--- src/rtl/mips_pkg.sv ---
// Shared MIPS core definitions: fetch FSM states, reset PC and instruction field slices.
package mips_pkg;

  typedef enum logic [1:0] {
    IDLE  = 2'd0,
    FETCH = 2'd1,
    HOLD  = 2'd2
  } fetch_state_t;

  localparam logic [31:0] RESET_PC_DEFAULT = 32'h0000_0000;

  localparam int OP_MSB   = 31;
  localparam int OP_LSB   = 26;
  localparam int IMM_MSB  = 15;
  localparam int IMM_LSB  = 0;
  localparam int JIDX_MSB = 25;
  localparam int JIDX_LSB = 0;

endpackage

--- src/rtl/pc_next_logic.sv ---
// Combinational next-PC selection: sequential, conditional branch or jump target.
module pc_next_logic
  import mips_pkg::*;
(
  input  logic [31:0] pc,
  input  logic [31:0] instr,
  input  logic        branch,
  input  logic        bne,
  input  logic        jump,
  input  logic        zero,
  output logic [31:0] pcplus4,
  output logic [31:0] next_pc
);

  logic [31:0] signimm;
  logic [31:0] btarget;
  logic [31:0] jtarget;
  logic        taken;
  logic        unused_op;

  assign pcplus4 = pc + 32'd4;
  assign signimm = {{16{instr[IMM_MSB]}}, instr[IMM_MSB:IMM_LSB]};
  assign btarget = pcplus4 + (signimm << 2);
  assign jtarget = {pcplus4[31:28], instr[JIDX_MSB:JIDX_LSB], 2'b00};

  // BEQ and BNE may both be set; either satisfied condition takes the branch.
  assign taken = (branch & zero) | (bne & ~zero);

  // The opcode is decoded downstream; only the control outcomes matter here.
  assign unused_op = ^instr[OP_MSB:OP_LSB];

  always_comb begin
    next_pc = pcplus4;
    if (jump) begin
      next_pc = jtarget;
    end else if (taken) begin
      next_pc = btarget;
    end
  end

endmodule

--- src/rtl/fetch_unit.sv ---
// Instruction fetch stage: PC register, instruction register and imem req/ready FSM.
module fetch_unit
  import mips_pkg::*;
#(
  parameter logic [31:0] RESET_PC = RESET_PC_DEFAULT
) (
  input  logic        clk,
  input  logic        reset,
  output logic        imem_req,
  output logic [31:0] imem_addr,
  input  logic        imem_ready,
  input  logic [31:0] imem_rdata,
  output logic [31:0] instr,
  output logic        instr_valid,
  output logic [31:0] pc,
  output logic [31:0] pcplus4,
  input  logic        advance,
  input  logic        branch,
  input  logic        bne,
  input  logic        jump,
  input  logic        zero
);

  fetch_state_t state;
  logic [31:0]  next_pc;

  pc_next_logic u_pc_next (
    .pc      (pc),
    .instr   (instr),
    .branch  (branch),
    .bne     (bne),
    .jump    (jump),
    .zero    (zero),
    .pcplus4 (pcplus4),
    .next_pc (next_pc)
  );

  assign imem_addr = pc;

  // imem_req and instr_valid are registered alongside the state so they
  // never glitch on the memory interface.
  always_ff @(posedge clk or posedge reset) begin
    if (reset) begin
      state       <= IDLE;
      pc          <= RESET_PC;
      instr       <= 32'h0000_0000;
      imem_req    <= 1'b0;
      instr_valid <= 1'b0;
    end else begin
      case (state)
        IDLE: begin
          state    <= FETCH;
          imem_req <= 1'b1;
        end
        FETCH: begin
          if (imem_ready) begin
            instr       <= imem_rdata;
            state       <= HOLD;
            imem_req    <= 1'b0;
            instr_valid <= 1'b1;
          end
        end
        HOLD: begin
          // Control inputs are only trusted here, when the datapath consumes instr.
          if (advance) begin
            pc          <= next_pc;
            state       <= FETCH;
            imem_req    <= 1'b1;
            instr_valid <= 1'b0;
          end
        end
        default: begin
          state       <= IDLE;
          imem_req    <= 1'b0;
          instr_valid <= 1'b0;
        end
      endcase
    end
  end

endmodule

--- config.mk ---
export PLATFORM = sky130hd
export DESIGN_NAME = fetch_unit
export DESIGN_NICKNAME = d
export VERILOG_FILES = /design/src/rtl/mips_pkg.sv /design/src/rtl/pc_next_logic.sv /design/src/rtl/fetch_unit.sv
export SDC_FILE = /design/constraint.sdc
export NUM_CORES = 1
export LEC_CHECK = 0
export CAP_MARGIN = 20
export CORE_ASPECT_RATIO = 0.8
export CORE_MARGIN = 1
export CORE_UTILIZATION = 40
export DETAILED_ROUTE_END_ITERATION = 6
export PLACE_DENSITY_LB_ADDON = 0.12
export SLEW_MARGIN = 20
export SYNTH_ARGS = -nofsm -noshare
export SYNTH_HDL_FRONTEND = slang
export SYNTH_SLANG_ARGS = --single-unit
--- constraint.sdc ---
create_clock -name clk -period 3.4 [get_ports clk]
set_input_delay 0.34 -clock clk [delete_from_list [all_inputs] [get_ports clk]]
set_output_delay 0.34 -clock clk [all_outputs]
set_load 0.005 [all_outputs]
# Word-level counts from Yosys, hierarchy flattened
# Index checks and enable logic that the tools add are counted.
[word_totals]
inputBits = 40
ff_bits = 68
wordCells = 32
[classes]
n_eq_ne = 4
bitwise_logic = 5
mux = 11
add_sub_neg = 2
reduce_logical = 5
[ops]
columns = ["operator", "count"]
rows = [
  ["two-way mux 32 bit", 2],
  ["adder 32 x 3 -> 32 bit, second input constant", 1],
  ["adder 32 bit", 1],
  ["one-hot mux 1 bit (3 select lines)", 2],
  ["one-hot mux 2 bit (3 select lines)", 1],
  ["AND reduction 2 bit", 3],
  ["two-way mux 1 bit", 4],
  ["two-way mux 2 bit", 2],
  ["!= test 2 bit, second input constant", 2],
  ["AND reduction 3 bit", 1],
  ["AND 1 bit", 2],
  ["== test 2 x 1 -> 1 bit, second input constant", 1],
  ["== test 2 bit, second input constant", 1],
  ["logical NOT 2 bit", 1],
  ["NOT 1 bit", 2],
  ["OR 1 bit", 1],
]

# Depth between registers and ports, before layout
[depth]
depth_word = 5
mapped_depth = 16

# Modules after synthesis
# A second synthesis with hierarchy kept.
[unflattened]
cells_unflattened = 592
hier_area_um2 = 5805.6
[modules_own_cells]
columns = ["module", "cells_per_inst", "seq_area_each_um2", "area_per_inst_um2", "instances"]
rows = [
  ["fetch_unit", 179, 1676.6, 3021.6, 1],
  ["pc_next_logic", 413, 0.0, 2783.9, 1],
]

# Least setup slack after synthesis
# No wires, ideal clock.
[synth_path]
path_kind = "flip-flop to flip-flop"
start = "register pc[2] (netlist: imem_addr[2])"
end = "register pc[31] (netlist: imem_addr[31])"
path_slack_ps = -239
stages_incl_launch_ff = 15
setup_time_ps = 92
path_buffers = 0
t_arrival_ps = 3548
path_cell_list = "dfrtp_1 ha_1 nand4_1 nor3b_2 nand3_1 xnor2_1 ha_1 nand2_2 or4_4 or3_1 o211ai_2 a311oi_2 xnor2_2 and3_1 o31ai_2"
[synth_between]
elab_chain_cells = 4
[synth_lines]
columns = ["item", "line_no", "source"]
rows = [
  ["start, declared", "fetch_unit.sv:15", "output logic [31:0] pc,"],
  ["start signal, assigned", "fetch_unit.sv:66", "pc <= next_pc;"],
  ["adder 32 x 3 -> 32 bit", "pc_next_logic.sv:21", "assign pcplus4 = pc + 32'd4;"],
  ["named net pcplus4[14]", "fetch_unit.sv:16", "output logic [31:0] pcplus4,"],
  ["adder 32 bit", "pc_next_logic.sv:23", "assign btarget = pcplus4 + (signimm << 2);"],
  ["two-way mux 32 bit", "pc_next_logic.sv:36", "end else if (taken) begin"],
  ["two-way mux 32 bit", "pc_next_logic.sv:34", "if (jump) begin"],
]
# The timed path passes the listed nets, and every way through them passes these cells.
# A chain may end at the register's enable or synchronous reset.

# Worst setup path in the final report
[layout_path]
start = "register pc[2] (netlist: imem_addr[2])"
end = "register pc[27] (netlist: imem_addr[27])"
[layout_between]
elab_chain_cells = 4
[layout_lines]
columns = ["item", "line_no"]
rows = [
  ["adder 32 x 3 -> 32 bit (*)", "pc_next_logic.sv:21"],
  ["adder 32 bit", "pc_next_logic.sv:23"],
  ["two-way mux 32 bit (*)", "pc_next_logic.sv:36"],
  ["two-way mux 32 bit (*)", "pc_next_logic.sv:34"],
]
# Mark *: on every way between the ends. The rest lies on a longest branch, timed or not.

==> PnR_summary.wiki <==
{| class="wikitable"
! Metric !! Value
|-
| Die boundary width || 133 um
|-
| Instance count of the mapped netlist || 622
|-
| Failing checks || negative setup slack
|-
| Pre-Repair DR Iteration Count || 6
|-
| Row cnt || 37
|-
| Warnings, synthesis || 0
|-
| CTS tree || yes
|-
| Die footprint || 0.0142 sq mm
|-
| Average wire per standard cell || 18.3 um
|-
| Final Cell Area || 0.00882 sq mm
|-
| Routability congestion estimate || 0.957
|-
| Vias in the first global route || 5349
|-
| WP data arrival || 3.81 ns
|-
| Clock tree skew after final layout || 0.00533 ns
|-
| Effective utilization at floorplan || 41.8%
|-
| Status || finished, violations left
|-
| Share of cells above drive strength 1 || 31.6%
|-
| Maximum net fanout on the critical path || 3
|-
| Fraction of the cycle the final worst path needs || 105%
|-
| Standby leakage power || 3.90 nW
|-
| Share of the synthesized area in the top cell type || 29.6%
|-
| Max Buffers Root-to-Sink || 2
|-
| Max transition margin || 31.8%
|-
| Initial antenna violation count || 0
|-
| Slew Limit Fails || 0
|-
| Clock transition at path regs || 0.06 ns
|-
| DRC Markers || 0
|-
| Count of port buffers added during placement || 163
|-
| Switching portion of total power || 42.7%
|-
| Fmax || 280 MHz
|-
| Type of origin of the critical path || flop
|-
| Number of nets at the end of the flow || 957
|-
| Number of inserted diodes || 0
|-
| Final worst setup slack || -0.166 ns
|-
| Post-place instance area || 0.00783 sq mm
|-
| First-iteration detailed-routing DRC count || 412
|-
| Internal Dissipation || 6.12 mW
|-
| Setup-violating endpoint count in the final report || 6
|-
| I/O pin count || 170
|-
| Mapped Avg Cell Area || 8.83 sq um
|-
| Transition time of the tightest slew-check pin || 1.02 ns
|-
| Max VDD drop || 0.000733 V
|-
| Die boundary height || 107 um
|-
| H-tree lvl count || 3
|-
| Overall overflow remaining after global route || 0
|-
| Proportion of power drawn by combinational gates || 75.8%
|-
| Layout overhead on the synthesized area || 60.6%
|-
| Reported net switching power || 4.55 mW
|-
| Minimum clock period after layout || 3.57 ns
|-
| Remaining antenna violation count || 0
|-
| Reg2Reg Launch Point || imem_addr[2]
|-
| Combined area of all synthesized cells || 0.00549 sq mm
|-
| Worst Hold Class || input port to async pin
|-
| Fraction of the yosys area taken by sequential cells || 29.6%
|-
| Critical path launch point || imem_addr[2]
|-
| Series of cell instances along the critical path || ha_2 > nand4_1 > nor3b_4 > buf_4 > nand4_1 > xnor2_2 > ha_1 > nand2_2 > or4_4 > or3_4 > o211ai_4 > buf_4 > a21boi_1 > xnor2_1 > nor2_1 > o31ai_1
|-
| Seq pwr share || 15.3%
|-
| Max-Cap Viols || 0
|-
| Dominant synthesized flop cell || dfrtp_1
|-
| Util after Layout || 67.1%
|-
| Worst-case hold slack || 0.372 ns
|-
| Critical path class || flop to flop
|-
| Count leader, synth || dfrtp_1
|-
| Delay of the slowest cell on the worst path || 0.42 ns
|-
| Worst path buffer plus inverter count || 2
|-
| Clk pwr share || 8.8%
|-
| Insertion delay of the later-clocked pin in the worst-skew pair || 0.34 ns
|-
| Number of buffers added by the clock tree synthesis step || 9
|-
| Number of distinct library cells after synthesis || 77
|-
| Data required time of the critical path || 3.64 ns
|-
| Endpoint class of the critical path || flop
|-
| Via count || 5770
|-
| Number of hold violations in the final report || 0
|-
| Pin count of the biggest net entering global routing || 47
|-
| Slowest CP cell || or4_4
|-
| Clock tree root driver cell || clkbuf_16
|-
| Leading post-synthesis cells by instance count || dfrtp_1, nand2_1, nor2_1
|-
| Final WL || 19400 um
|-
| GRT Util Overall || 27.2%
|-
| Delay-heaviest family, CP || simple AND/OR/NAND/NOR gates
|-
| Pwr Density || 1210 mW/mm^2
|-
| Post-synth EDFFs || 0
|-
| RSZ-0062 raised after global routing || true
|-
| Cts-stage hold buffer count || 0
|-
| Core Area || 0.0131 sq mm
|-
| Post-detailed-route via-to-cell ratio || 5.44
|-
| Global-route wire length before repair || 29600 um
|-
| Largest cells by area after synthesis || dfrtp_1, ha_1, mux2_2, buf_4, nand2_1
|-
| Sum of net half-perimeters after detailed placement || 14700 um
|-
| Clock Sink Count || 65
|-
| Flop and latch count out of synthesis || 65
|-
| Share of synthesized registers carrying an async set or reset || 100%
|-
| Yosys top cell by area || dfrtp_1
|}
layer usage:
metal,share of wire [%],GRT usage (%),wire length (um),up-vias
met5,0,0,0,-
met1,48,40.4,9420,2716
met4,1.3,5.58,260,0
met2,41,38.4,7880,290
li1,-,-,-,2745
met3,9.7,8.23,1890,19
worst paths after layout:
kind	to	slack, ns	cells after the start
max in group asynchronous	imem_addr[30]	2.31	4
min in group clk	instr[27]	0.50	1
min	instr[8]	0.37	2
max reg2reg	imem_addr[27]	-0.17	16
max	imem_addr[27]	-0.17	16
min reg2reg	instr[27]	0.50	1
cells by family (layout without fill, tap and decap cells):
group	Yosys count	count (layout)	share of synthesized area, %
buffers and inverters	70	328	7.79
flip-flops	65	65	29.6
AND/OR/NAND/NOR	187	187	16.7
multiplexers	39	39	7.90
AO/OA/AOI/OAI	179	179	21.8
other	1	6	0.0683
adder cells (fa/ha/maj)	37	37	8.56
XOR/XNOR	44	44	7.49
cell usage in the layout (no fill, tap or decap), types with 7 or more instances in the layout:
cell type / count
ha_1: 28
and3_1: 7
a21o_1: 20
a21oi_2: 7
o21ai_0: 24
nor2_1: 47
clkbuf_16: 9
xnor2_1: 15
buf_4: 129
xnor2_2: 11
xor2_1: 11
o21ai_1: 15
nand3_1: 10
o21ai_2: 7
dfrtp_1: 64
clkdlybuf4s50_1: 163
inv_1: 13
nand4_1: 8
a21oi_1: 27
o22ai_1: 8
mux2_2: 33
a31oi_1: 9
nand2_1: 59
sequential cells by signal, summed over array words and instances (netlist names):
| register | cells |
|---|---|
| imem_addr | 30 |
| imem_req | 1 |
| instr | 32 |
| instr_valid | 1 |
| state | 1 |
power groups by stage:
| stage | clock, mW | sequential (mW) | combinational [mW] |
|---|---|---|---|
| after floorplan | 0 | 1.63 | 3.78 |
| after global placement | 0 | 1.58 | 6.99 |
| after detailed placement | 0 | 1.60 | 7.01 |
| after CTS | 0.965 | 1.59 | 7.26 |
| after global routing | 0.997 | 1.70 | 8.71 |
| final | 0.944 | 1.64 | 8.09 |
what timing repair did:
action / CTS / global route
pin swaps: 6 / 56
hold endpoints to repair: 0 / 0
resized for setup: 9 / 80
setup endpoints to repair: 16 / 21
buffers inserted: 6 / 20
per-stage QoR:
stage               power (mW)  setup TNS [ns]  cells  setup slack (ns)
floorplan                 5.42          -0.258    627            -0.206
global placement          8.57           -1.10   1017            -0.207
detailed placement        8.61           -1.46   1017            -0.239
CTS                       9.82          -0.349   1039            -0.100
global route              11.4           -1.87   1060            -0.321
finish                    10.7          -0.603   1060            -0.166
final cells by class:
cell class | instances | area [sq um]
Clock inverter | 7 | 76.3
Timing Repair Buffer | 298 | 2690
Fill cell | 1054 | 4320
Tap cell | 175 | 219
Sequential cell | 65 | 1630
Multi-Input combinational cell | 492 | 3930
Clock buffer | 9 | 225
Inverter | 14 | 52.6
Power figures use the tool's default switching activity.
